==> config.mk <==
export PLATFORM = sky130hd
export DESIGN_NAME = dds_sweep_ctrl
export DESIGN_NICKNAME = d
export VERILOG_FILES = /design/src/rtl/dds_ctrl_pkg.sv /design/src/rtl/dds_dwell_timer.sv /design/src/rtl/dds_sweep_ctrl.sv
export SDC_FILE = /design/constraint.sdc
export NUM_CORES = 1
export LEC_CHECK = 0
export CAP_MARGIN = 20
export CORE_MARGIN = 2
export CORE_UTILIZATION = 30
export DETAILED_ROUTE_END_ITERATION = 10
export PLACE_DENSITY = 0.54
export SLEW_MARGIN = 25
export SYNTH_ARGS = -nofsm -noshare
export SYNTH_HDL_FRONTEND = slang
export SYNTH_SLANG_ARGS = --single-unit
==> constraint.sdc <==
create_clock -name clk -period 13.25 [get_ports clk]
set_input_delay 3.975 -clock clk [delete_from_list [all_inputs] [get_ports clk]]
set_output_delay 3.975 -clock clk [all_outputs]
set_load 0.02 [all_outputs]
==> src/rtl/dds_ctrl_pkg.sv <==
// Shared types and helpers for the DDS frequency-sweep controller.
// Width-generic arithmetic is done at PINC_MAX_W; callers zero-extend and truncate.
package dds_ctrl_pkg;

    localparam int unsigned PINC_W_DEFAULT  = 16;
    localparam int unsigned DWELL_W_DEFAULT = 16;
    localparam int unsigned PINC_MAX_W      = 32;

    typedef enum logic [2:0] {
        ST_IDLE,
        ST_LOAD,
        ST_DWELL,
        ST_STEP,
        ST_FINISH
    } sweep_state_t;

    // Saturating step toward stop. Any carry past the caller's width also
    // exceeds stop, so the compare against stop covers the carry case.
    function automatic logic [PINC_MAX_W-1:0] next_pinc(
        input logic [PINC_MAX_W-1:0] cur,
        input logic [PINC_MAX_W-1:0] stop,
        input logic [PINC_MAX_W-1:0] step,
        input logic                  up
    );
        logic [PINC_MAX_W:0]   sum;
        logic [PINC_MAX_W-1:0] res;
        sum = {1'b0, cur} + {1'b0, step};
        res = stop;
        if (up) begin
            if (sum < {1'b0, stop})
                res = sum[PINC_MAX_W-1:0];
        end else if ((cur >= step) && ((cur - step) > stop)) begin
            res = cur - step;
        end
        return res;
    endfunction

endpackage

==> src/rtl/dds_dwell_timer.sv <==
// Loadable dwell down-counter; load value is max(dwell,1) and expiry flags the
// last cycle of the dwell window.
module dds_dwell_timer
    import dds_ctrl_pkg::*;
#(
    parameter int unsigned DWELL_W = DWELL_W_DEFAULT
) (
    input  logic               clk,
    input  logic               rst_n,
    input  logic               i_clear,
    input  logic               i_load,
    input  logic [DWELL_W-1:0] i_dwell,
    output logic               o_expire
);

    logic [DWELL_W-1:0] cnt_q;

    always_ff @(posedge clk or negedge rst_n) begin
        if (!rst_n) begin
            cnt_q <= '0;
        end else if (i_clear) begin
            cnt_q <= '0;
        end else if (i_load) begin
            cnt_q <= (i_dwell == '0) ? DWELL_W'(1) : i_dwell;
        end else if (cnt_q != '0) begin
            cnt_q <= cnt_q - DWELL_W'(1);
        end
    end

    assign o_expire = (cnt_q == DWELL_W'(1));

endmodule

==> src/rtl/dds_sweep_ctrl.sv <==
// Linear DDS phase-increment sweep sequencer with registered config-bus outputs.
// Define DDS_SWEEP_CONT_EN to enable continuous-repeat sweeps via i_cont.
module dds_sweep_ctrl
    import dds_ctrl_pkg::*;
#(
    parameter int unsigned PINC_W  = PINC_W_DEFAULT,
    parameter int unsigned DWELL_W = DWELL_W_DEFAULT
) (
    input  logic               clk,
    input  logic               rst_n,
    input  logic               i_start,
    input  logic               i_abort,
    input  logic               i_cont,
    input  logic [PINC_W-1:0]  i_start_pinc,
    input  logic [PINC_W-1:0]  i_stop_pinc,
    input  logic [PINC_W-1:0]  i_step_pinc,
    input  logic [DWELL_W-1:0] i_dwell,
    input  logic [PINC_W-1:0]  i_poff,
    output logic [PINC_W-1:0]  o_pinc,
    output logic [PINC_W-1:0]  o_poff,
    output logic               o_cfg_valid,
    output logic               o_busy,
    output logic               o_done
);

    sweep_state_t       state_q, state_d;
    logic [PINC_W-1:0]  stop_q, step_q;
    logic [DWELL_W-1:0] dwell_q;
    logic               up_q;
    logic               accept;
    logic               last_point;
    logic               timer_load;
    logic               timer_expire;
    logic [DWELL_W-1:0] timer_dwell;
    logic [PINC_W-1:0]  step_val;
    logic [PINC_W-1:0]  pinc_d;

`ifdef DDS_SWEEP_CONT_EN
    logic [PINC_W-1:0]  start_q;
    logic               cont_q;
`else
    logic               cont_unused;
    assign cont_unused = i_cont;
`endif

    assign accept      = (state_q == ST_IDLE) && i_start && !i_abort;
    assign last_point  = (o_pinc == stop_q) || (step_q == '0);
    assign step_val    = PINC_W'(next_pinc(PINC_MAX_W'(o_pinc), PINC_MAX_W'(stop_q),
                                           PINC_MAX_W'(step_q), up_q));
    assign timer_load  = (state_d == ST_LOAD) || (state_d == ST_STEP);
    assign timer_dwell = accept ? i_dwell : dwell_q;

    always_comb begin
        state_d = state_q;
        case (state_q)
            ST_IDLE: begin
                if (i_start)
                    state_d = ST_LOAD;
            end
            // The strobe cycle itself is the first dwell cycle.
            ST_LOAD, ST_DWELL, ST_STEP: begin
                if (!timer_expire)
                    state_d = ST_DWELL;
                else if (!last_point)
                    state_d = ST_STEP;
                else begin
`ifdef DDS_SWEEP_CONT_EN
                    state_d = cont_q ? ST_LOAD : ST_FINISH;
`else
                    state_d = ST_FINISH;
`endif
                end
            end
            ST_FINISH: state_d = ST_IDLE;
            default:   state_d = ST_IDLE;
        endcase
        if (i_abort)
            state_d = ST_IDLE;
    end

    always_comb begin
        pinc_d = o_pinc;
        if (state_d == ST_STEP) begin
            pinc_d = step_val;
        end else if (state_d == ST_LOAD) begin
`ifdef DDS_SWEEP_CONT_EN
            pinc_d = (state_q == ST_IDLE) ? i_start_pinc : start_q;
`else
            pinc_d = i_start_pinc;
`endif
        end
    end

    always_ff @(posedge clk or negedge rst_n) begin
        if (!rst_n) begin
            state_q     <= ST_IDLE;
            stop_q      <= '0;
            step_q      <= '0;
            dwell_q     <= '0;
            up_q        <= 1'b0;
            o_pinc      <= '0;
            o_poff      <= '0;
            o_cfg_valid <= 1'b0;
            o_busy      <= 1'b0;
            o_done      <= 1'b0;
        end else begin
            state_q     <= state_d;
            o_pinc      <= pinc_d;
            o_cfg_valid <= timer_load;
            o_busy      <= (state_d == ST_LOAD) || (state_d == ST_DWELL) || (state_d == ST_STEP);
            o_done      <= (state_d == ST_FINISH);
            if (accept) begin
                stop_q  <= i_stop_pinc;
                step_q  <= i_step_pinc;
                dwell_q <= i_dwell;
                up_q    <= (i_start_pinc <= i_stop_pinc);
                o_poff  <= i_poff;
            end
        end
    end

`ifdef DDS_SWEEP_CONT_EN
    always_ff @(posedge clk or negedge rst_n) begin
        if (!rst_n) begin
            start_q <= '0;
            cont_q  <= 1'b0;
        end else if (accept) begin
            start_q <= i_start_pinc;
            cont_q  <= i_cont;
        end
    end
`endif

    dds_dwell_timer #(
        .DWELL_W (DWELL_W)
    ) u_dwell_timer (
        .clk      (clk),
        .rst_n    (rst_n),
        .i_clear  (i_abort),
        .i_load   (timer_load),
        .i_dwell  (timer_dwell),
        .o_expire (timer_expire)
    );

endmodule

==> impl_metrics.csv <==
group,metric,value,unit
status,status,"finished, final reports clean",
synth,synthTopCellsByArea,"dfrtp_1 33%, ha_1 13%, nand2_1 5.8%",
timing,fin_ws,6380,ps
cts,tritoncts,"yes",
worst_setup_path,setup.worst_path.start_class,"input pin",
synth,ys_types,77,
synth,synth-main-ff-cell,"dfrtp_1",
cts,clockRootBuffer,"clkbuf_16",
cts,cts_setup_buffers,0,
place,portBuffers,118,
cts,cts.repair.resized,0,
pwr,ir_drop,0.0788,mV
global_routing,grt_overflow,0,
worst_setup_path,cp_slowest_stage_delay,700,ps
synth,synth_top_family_by_area,"compound AO/OA/AOI/OAI gates",
route,ant_nets,0,
cts,htreeDepth,3,
synth,synthesis.instances,883,
synth,synth_xor_area_share,6.14,%
pwr,p_total,1.75,mW
synth,ys.warnings.count,0,
synth,synth.most_common_cell,"nand2_1",
route,dr.pass1.iters,5,
route,wl,23900,um
place,gp_congestion,0.881,
floorplan,die_y,164,um
cts,clk_path_buf_depth,2,
pwr,leakage,4.33,nW
timing,layout_worst_path_cycle_share,51.8,%
pwr,p_per_area,185,nW/um2
place,dpl_worst_slack,6000,ps
min_path,hp-start,"o_poff[1]$_DFFE_PN0P_",
cts,clock_latency,370,ps
floorplan,row_count,58,
synth,avgSynthCellArea,8.72,um2
floorplan,design.portCount,120,
synth,syn_nets,1052,
route,drt_iter0_drc,422,
finish,drive_above_1_share,5.47,%
finish,post-route-util,37.7,%
route,via_per_inst,5.07,
synth,yosysSeqAreaShare,33.5,%
global_routing,antenna_found_initial,2,
finish,diodes,0,
synth,synth_common_cells,"119 x nand2_1, 103 x dfrtp_1, 82 x ha_1",
synth,netlist.area_leader.share,33.5,%
synth,ys_seq_elements,103,
synth,synthArstFlopShare,100,%
timing,rsz0062_at_grt,"false",
worst_setup_path,endpoint_kind,"flip-flop",
min_path,hold_path.class,"reg -> reg",
min_path,holdPathStages,2,
global_routing,grt_pass1_vias,6554,
synth,mappedNetlistArea,7700,um2
global_routing,grt_pass1_wl,37400,um
timing,setup_viol,0,
timing,finClkSkew,9.25,ps
worst_setup_path,reg2reg_depth,19,
cts,cts.sinks,103,
timing,hold_violations,0,
synth,synthMuxAreaShare,2.21,%
synth,synthSimpleGateAreaFrac,18.9,%
timing,finalMaxSlewViolations,0,
worst_setup_path,worst_path_most_repeated_cell,"nor2_1",
timing,slew_headroom,38.6,%
worst_setup_path,crit_type,"in -> reg",
synth,synth_adder_area_share,13.8,%
floorplan,die-area,27000,um2
min_path,holdPathEnd,"o_poff[1]$_DFFE_PN0P_",
worst_setup_path,critPathRequiredTime,13460,ps
global_routing,gr-usage-all-layers,18.1,%
route,vias,6680,
worst_setup_path,reg2reg_from,"o_pinc[0]$_DFFE_PN0N_",
worst_setup_path,rr_endpoint,"o_pinc[12]$_DFFE_PN0N_",
run,maxCapViolations,0,
synth,synth_edf_count,0,
worst_setup_path,critPathBufInv,3,
route,drc,0,
floorplan,die_x,164,um
floorplan,start_util,30.6,%
worst_setup_path,path_max_fanout,45,
synth,synth_top_cell_by_area,"dfrtp_1",
worst_setup_path,crit_family,"buffers and inverters",
timing,clock.fmax,146,MHz
timing,hold_ws,476,ps
cts,path_clk_slew,80,ps
worst_setup_path,worstPathCellList,"clkdlybuf4s50_1, nor2_1, and3_4, nor2_2, buf_4, clkinv_1, nor2_1, a211oi_2",
finish,nets,1151,
worst_setup_path,critical_path_arrival,7070,ps
synth,synth-compound-area-share,19.5,%
timing,period_needed,6870,ps
cts,cts_buffers,9,
timing,worst_pin_slew,921,ps
finish,syn_to_final_growth,23.3,%
timing,setup_tns,0,ps
global_routing,grt_start_max_net_pins,68,
worst_setup_path,cpMaxStageDelayCell,"clkinv_1",
route,wl_per_cell,18.1,um
worst_setup_path,r2r_slack,7560,ps
floorplan,core,25200,um2
place,hpwl,18400,um
cts,ctsHoldBuffers,0,
## state kept, by name, indices dropped and copies added (netlist names)
| signal | cells |
|---|---|
| o_pinc | 16 |
| o_poff | 16 |
| o_cfg_valid | 1 |
| step_q | 16 |
| o_done | 1 |
| up_q | 1 |
| o_busy | 1 |
| u_dwell_timer.cnt_q | 16 |
| dwell_q | 16 |
| state_q | 3 |
| stop_q | 16 |
## worst register-to-register path: stages, from the launching register on
cell and delay (ps):
dfrtp_1 450, inv_1 70, ha_1 230, fa_1 410
nor2b_1 230, o2111ai_1 190, a31oi_1 370, a311o_1 280
a21o_1 130, a21oi_1 70, xnor2_1 220, ha_1 320
nand4_1 200, nor4_1 430, a21boi_1 300, o31a_1 270
o21ai_1 180, or3_1 540, nor2_1 510, a221o_1 240
## how the worst max path moves through the flow
stage	start	end	slack, ps	depth (start not counted)
detailed placement	i_abort	u_dwell_timer.cnt_q[11]$_DFFE_PN0P_	6000	8
finish	i_abort	u_dwell_timer.cnt_q[5]$_DFFE_PN0P_	6380	8
floorplan	i_abort	o_pinc[1]$_DFFE_PN0N_	7460	9
global route	i_abort	u_dwell_timer.cnt_q[11]$_DFFE_PN0P_	6120	8
global placement	i_abort	u_dwell_timer.cnt_q[9]$_DFFE_PN0P_	6030	8
CTS	i_abort	u_dwell_timer.cnt_q[11]$_DFFE_PN0P_	6380	8
## area by class of cell
type | count | area, um2
fill | 2576 | 15700
multi-input combinational | 664 | 4680
sequential | 103 | 2580
timing repair buffer | 124 | 1220
tap | 330 | 413
inverter | 80 | 300
clock buffer | 10 | 239
clock inverter | 6 | 62.6
## logic make-up (layout without fill, tap and decap cells)
group,after synthesis,after routing
adder cells (fa/ha/maj),84,84
multiplexers,17,17
AND/OR/NAND/NOR,296,296
XOR/XNOR,54,54
flip-flops,103,103
AO/OA/AOI/OAI,213,213
buffers and inverters,116,220
## per-stage QoR
stage                     cells  area (um2)
after floorplan             883        7700
after global placement     1301        9190
after detailed placement   1301        9190
after CTS                  1317        9490
after global routing       1317        9490
final                      1317        9490
## per-layer routing
layer	global-route usage, %	vias to the layer above	share of wire [%]
li1	-	3290	-
met1	24.2	3204	46
met2	30.5	165	48
met3	4.32	17	5.2
met4	2.39	4	0.67
met5	0	-	0.10
## report_power, final
group / leakage (nW) / internal, mW / switching, mW / total (mW)
sequential: 1.28 / 0.383 / 0.0738 / 0.457
clock: 0.148 / 0.138 / 0.143 / 0.281
combinational: 2.90 / 0.425 / 0.591 / 1.02
## cells in the final DEF, fill, tap and decap left out, drive strengths merged, types with 21 or more instances in the layout
cell type,synthesis,layout
clkdlybuf4s50,0,117
a21oi,33,33
dfrtp,103,103
o21ai,57,57
nor2,59,59
nand2,119,119
inv,79,81
ha,82,82
a21o,21,21
xnor2,41,41
Power figures use the tool's default switching activity.
==> patch 1: new RTL, same flow settings <==
Set the package constant `PINC_W_DEFAULT` to 18 (it was 16).
--- a/src/rtl/dds_ctrl_pkg.sv
+++ b/src/rtl/dds_ctrl_pkg.sv
@@ -3,5 +3,5 @@
 package dds_ctrl_pkg;
 
-    localparam int unsigned PINC_W_DEFAULT  = 16;
+    localparam int unsigned PINC_W_DEFAULT  = 18;
     localparam int unsigned DWELL_W_DEFAULT = 16;
     localparam int unsigned PINC_MAX_W      = 32;
Interface: changed (6 resized); port bits go from 120 to 132. No check against the original RTL was run, so the function may have changed too.
==> patch 1 against the original RTL <==
  * Critical path depth shrank 2
  * Area after synthesis grew 11%
  * Largest cell class unchanged
  * Design area is 11% higher
  * Via count rose by 17%
  * Power is 24% higher
  * Count of clock-buffer cells in the layout fell by 1
  * Non-clock buffer count up 13
  * Wire length is 20% higher
  * Synthesized cell count grew 16%
  * Sequential cell count rose by 8
  * Worst setup slack improved by 0.66 ns
  * Critical path type unchanged
==> patch 1: results (changes against the original RTL) <==
The number of optimization iterations in the first detailed-route pass was 6 (+1). The sequential share of power came out at 23.7% (-2.4 points). The reg-to-reg setup timing slack was 7.53 ns (-0.03 ns). The sequential fraction of the synthesis area is 32.40% (-1.1 points). The highest layer touched by signal routing is met4. In the post-synthesis netlist, the biggest area contributors are dfrtp_1, ha_1, nand2_1. The clock share of power came out at 13.3% (-2.7 points).

The number of nets produced by synthesis is 1,210 (+15%). The initial detailed-routing violation count is 722 (+71%). The largest driver fanout on the critical path was 14 (-69%). The post-route clock skew came out at 0.01222 ns (+0.002966 ns). The run finished with clean final reports. The proportion of layout cells with a drive suffix above 1 came out at 4.674% (-0.80 points).

The post-place setup slack came out at 6.629 ns (+0.6281 ns). The total global routing track utilization is 18.94% (+0.81 points). The startpoint of the most critical register-to-register path is o_pinc[8]. The worst path setup slack after routing is 7.045 ns (+0.6623 ns).

The initial antenna violation count is 1 (-1). The count of distinct cell types in the synthesized netlist is 70 (-9.1%). The reported leakage power came to 4.670 nW (+8.0%).

The number of global-route vias before repair is 7,514 (+15%). The met1 track demand over resource is 27.98% (+3.8 points). The overall power of the completed layout came out at 2.175 mW (+24%). Among all stages on the critical path, the largest delay is contributed by or4b_1. The delay of the slowest critical-path stage came to 0.92 ns (+0.22 ns). The met3 wire length is 1894 um (+51%). The first-pass GRT wire length is 44,320 um (+18%). The endpoint identified for the worst register-to-register timing path is o_pinc[0]. The maximum resistive drop on vdd is 0.00009040 V (+15%).
[patch 1: cell count changes after synthesis, moves of 7 or more]
| cell | before | now |
|---|---|---|
| a21o_1 | 21 | 14 |
| o21ai_0 | 55 | 73 |
| clkbuf_1 | 20 | 28 |
| nand2_1 | 119 | 143 |
| a21oi_1 | 32 | 62 |
| a221oi_1 | 1 | 9 |
| nand3_1 | 9 | 27 |
| o211ai_1 | 3 | 10 |
| ha_1 | 82 | 92 |
| nor2_1 | 57 | 68 |
| a22o_1 | 10 | 0 |
| dfrtp_1 | 103 | 111 |
| inv_1 | 79 | 88 |
[patch 1: kinds of logic (layout without fill, tap and decap cells)]
logic type	Yosys count	count (layout)	synth area share [%]
other	0	1	0
buffers and inverters	130	241	5.912
DFF	111	111	32.40
and+or+nand+nor	352	352	19.44
muxes	20	20	2.379
AOI/OAI and AO/OA	257	257	19.94
adders and majority gates	94	94	13.90
xor gates and xnor gates	59	59	6.028
[patch 1: how the worst min path moves through the flow]
stage | from | to | slack (ns) | cells after the start
finish | o_poff[15] | o_poff[15] | 0.48 | 2
floorplan | dwell_q[0] | dwell_q[0] | 0.44 | 2
detailed placement | o_poff[13] | o_poff[13] | 0.46 | 2
CTS | o_poff[13] | o_poff[13] | 0.48 | 2
global route | o_poff[13] | o_poff[13] | 0.51 | 2
global placement | o_poff[3] | o_poff[3] | 0.46 | 2
[patch 1: area by class of cell]
type | count | area, sq um
diodes | 1 | 2.502
clock buffers | 9 | 225.2
clock inverters | 7 | 77.57
fillers | 2927 | 17370
inverters | 88 | 330.3
multi-input cells | 782 | 5310
flip-flops and latches | 111 | 2778
well taps | 378 | 473.0
repair buffers | 137 | 1371
[patch 1: critical path, delay by kind of cell]
family	cells	cell delay, ns
and+or+nand+nor	3	1.60
buffers and inverters	1	0.48
AOI/OAI and AO/OA	2	0.39
==> patch 2: new RTL, config.mk and constraints unchanged <==
Without the edit above. Put one more register stage on the output `o_pinc`, cleared by the reset. The value now appears one clock later. The other outputs are not delayed to match.
--- a/src/rtl/dds_sweep_ctrl.sv
+++ b/src/rtl/dds_sweep_ctrl.sv
@@ -24,4 +24,6 @@
 );
 
+    logic [PINC_W-1:0] o_pinc_s0;
+
     sweep_state_t       state_q, state_d;
     logic [PINC_W-1:0]  stop_q, step_q;
@@ -45,6 +47,6 @@
 
     assign accept      = (state_q == ST_IDLE) && i_start && !i_abort;
-    assign last_point  = (o_pinc == stop_q) || (step_q == '0);
-    assign step_val    = PINC_W'(next_pinc(PINC_MAX_W'(o_pinc), PINC_MAX_W'(stop_q),
+    assign last_point  = (o_pinc_s0 == stop_q) || (step_q == '0);
+    assign step_val    = PINC_W'(next_pinc(PINC_MAX_W'(o_pinc_s0), PINC_MAX_W'(stop_q),
                                            PINC_MAX_W'(step_q), up_q));
     assign timer_load  = (state_d == ST_LOAD) || (state_d == ST_STEP);
@@ -80,5 +82,5 @@
 
     always_comb begin
-        pinc_d = o_pinc;
+        pinc_d = o_pinc_s0;
         if (state_d == ST_STEP) begin
             pinc_d = step_val;
@@ -99,5 +101,5 @@
             dwell_q     <= '0;
             up_q        <= 1'b0;
-            o_pinc      <= '0;
+            o_pinc_s0   <= '0;
             o_poff      <= '0;
             o_cfg_valid <= 1'b0;
@@ -106,5 +108,5 @@
         end else begin
             state_q     <= state_d;
-            o_pinc      <= pinc_d;
+            o_pinc_s0   <= pinc_d;
             o_cfg_valid <= timer_load;
             o_busy      <= (state_d == ST_LOAD) || (state_d == ST_DWELL) || (state_d == ST_STEP);
@@ -143,4 +145,12 @@
     );
 
+    always_ff @(posedge clk or negedge rst_n) begin
+        if (!rst_n) begin
+            o_pinc <= '0;
+        end else begin
+            o_pinc <= o_pinc_s0;
+        end
+    end
+
 endmodule
 
Behaviour: not the same (Yosys sat finds a counterexample within 4 cycles, from zero or initial values and one cycle with rst_n low).
==> patch 2 against the original RTL <==
  * Design area rose by 4.8%
  * Area after synthesis rose by 2.1%
  * Die area rose by 2.0%
  * Worst setup slack got worse by 0.14 ns
  * Power rose by 28%
  * Via count fell by 4.1%
  * Global-route usage fell by 2.1 points
  * Wire length fell by 9.6%
  * Final cell count fell by 2.4%
  * Critical path depth rose by 1
  * Largest cell class unchanged
  * Combinational power rose by 19%
  * Critical path type unchanged
  * Highest routed layer is now met4
  * Register-to-register slack improved by 0.72 ns
  * Sequential cell count rose by 16
==> patch 2: results (changes against the original RTL) <==
The clock insertion delay at the later pin of the skew report is 0.43 ns (+0.06 ns). The routed wire length on met2 is 9614 um (-16%). The cell total after placement is 1,253 (-3.7%). Sorting the synthesized cells by how often they occur yields dfrtp_1, ha_1, inv_1. The post-route clock skew is 0.01126 ns (+0.002009 ns). The sequential fraction of the synthesis area is 37.89% (+4.4 points).

The total number of vias is 6,409 (-4.1%). The first-pass GRT wire length is 35,190 um (-6.0%). The global placement routability congestion is 0.8861 (+0.57%).

The pin count of the biggest net entering global routing came to 79 (+16%). The proportion of layout cells with a drive suffix above 1 was 9.263% (+3.8 points). The depth of the worst hold-timing path is 0 (-2). The delay of the slowest critical-path stage came out at 0.75 ns (+0.05 ns). The post-detailed-placement half-perimeter wirelength came out at 16,420 um (-11%). The internal power of the cells came out at 1.249 mW (+32%). The global-route met2 utilization came out at 24.72% (-5.8 points). The global routing met3 resource utilization was 3.956% (-0.36 points). The wire length after detailed routing is 21,600 um (-9.6%). The number of H-tree branching levels came out at 4 (+1). On the critical path, the stage with the largest delay is an instance of buf_4. Sorting the synthesized cells by area gives the leading types as dfrtp_1, ha_1, mux2_2. The average size of a mapped cell was 9.514 sq um (+9.1%). The number of vias per cell came to 4.988 (-1.7%).

The run finished with clean final reports. The startpoint of the most critical hold path is o_pinc_s0[0]. The post-place setup slack was 5.767 ns (-0.2341 ns). The count of distinct cell types in the synthesized netlist came out at 63 (-18%). The depth of the worst register-to-register path is 18 (-1).
patch 2: changes by cell type after synthesis, moves of 9 or more:
cell,change
o21ai_0,-17
nand2b_1,+10
xor2_1,+16
mux2_2,+35
a21o_1,-16
o22ai_1,+9
o22a_1,+9
nand2_1,-67
xnor2_1,-16
dfrtp_1,+16
a21oi_1,+20
patch 2: final timing paths:
check | end | slack, ns
hold reg to reg | o_pinc[0] | 0.49
hold / removal | o_pinc[0] | 0.49
min in group asynchronous | o_busy | 3.55
max in group asynchronous | stop_q[8] | 8.61
setup / recovery | u_dwell_timer.cnt_q[0] | 6.25
setup reg to reg | o_pinc_s0[12] | 8.28
patch 2: area by class of cell:
type | count | area (sq um) | area share, %
multi-input combinational | 596 | 4456 | 44.78
sequential | 119 | 2978 | 29.93
timing repair buffer | 122 | 1212 | 12.19
clock buffer | 17 | 425.4 | 4.276
tap | 335 | 419.2 | 4.213
inverter | 81 | 304.0 | 3.056
clock inverter | 15 | 155.1 | 1.559
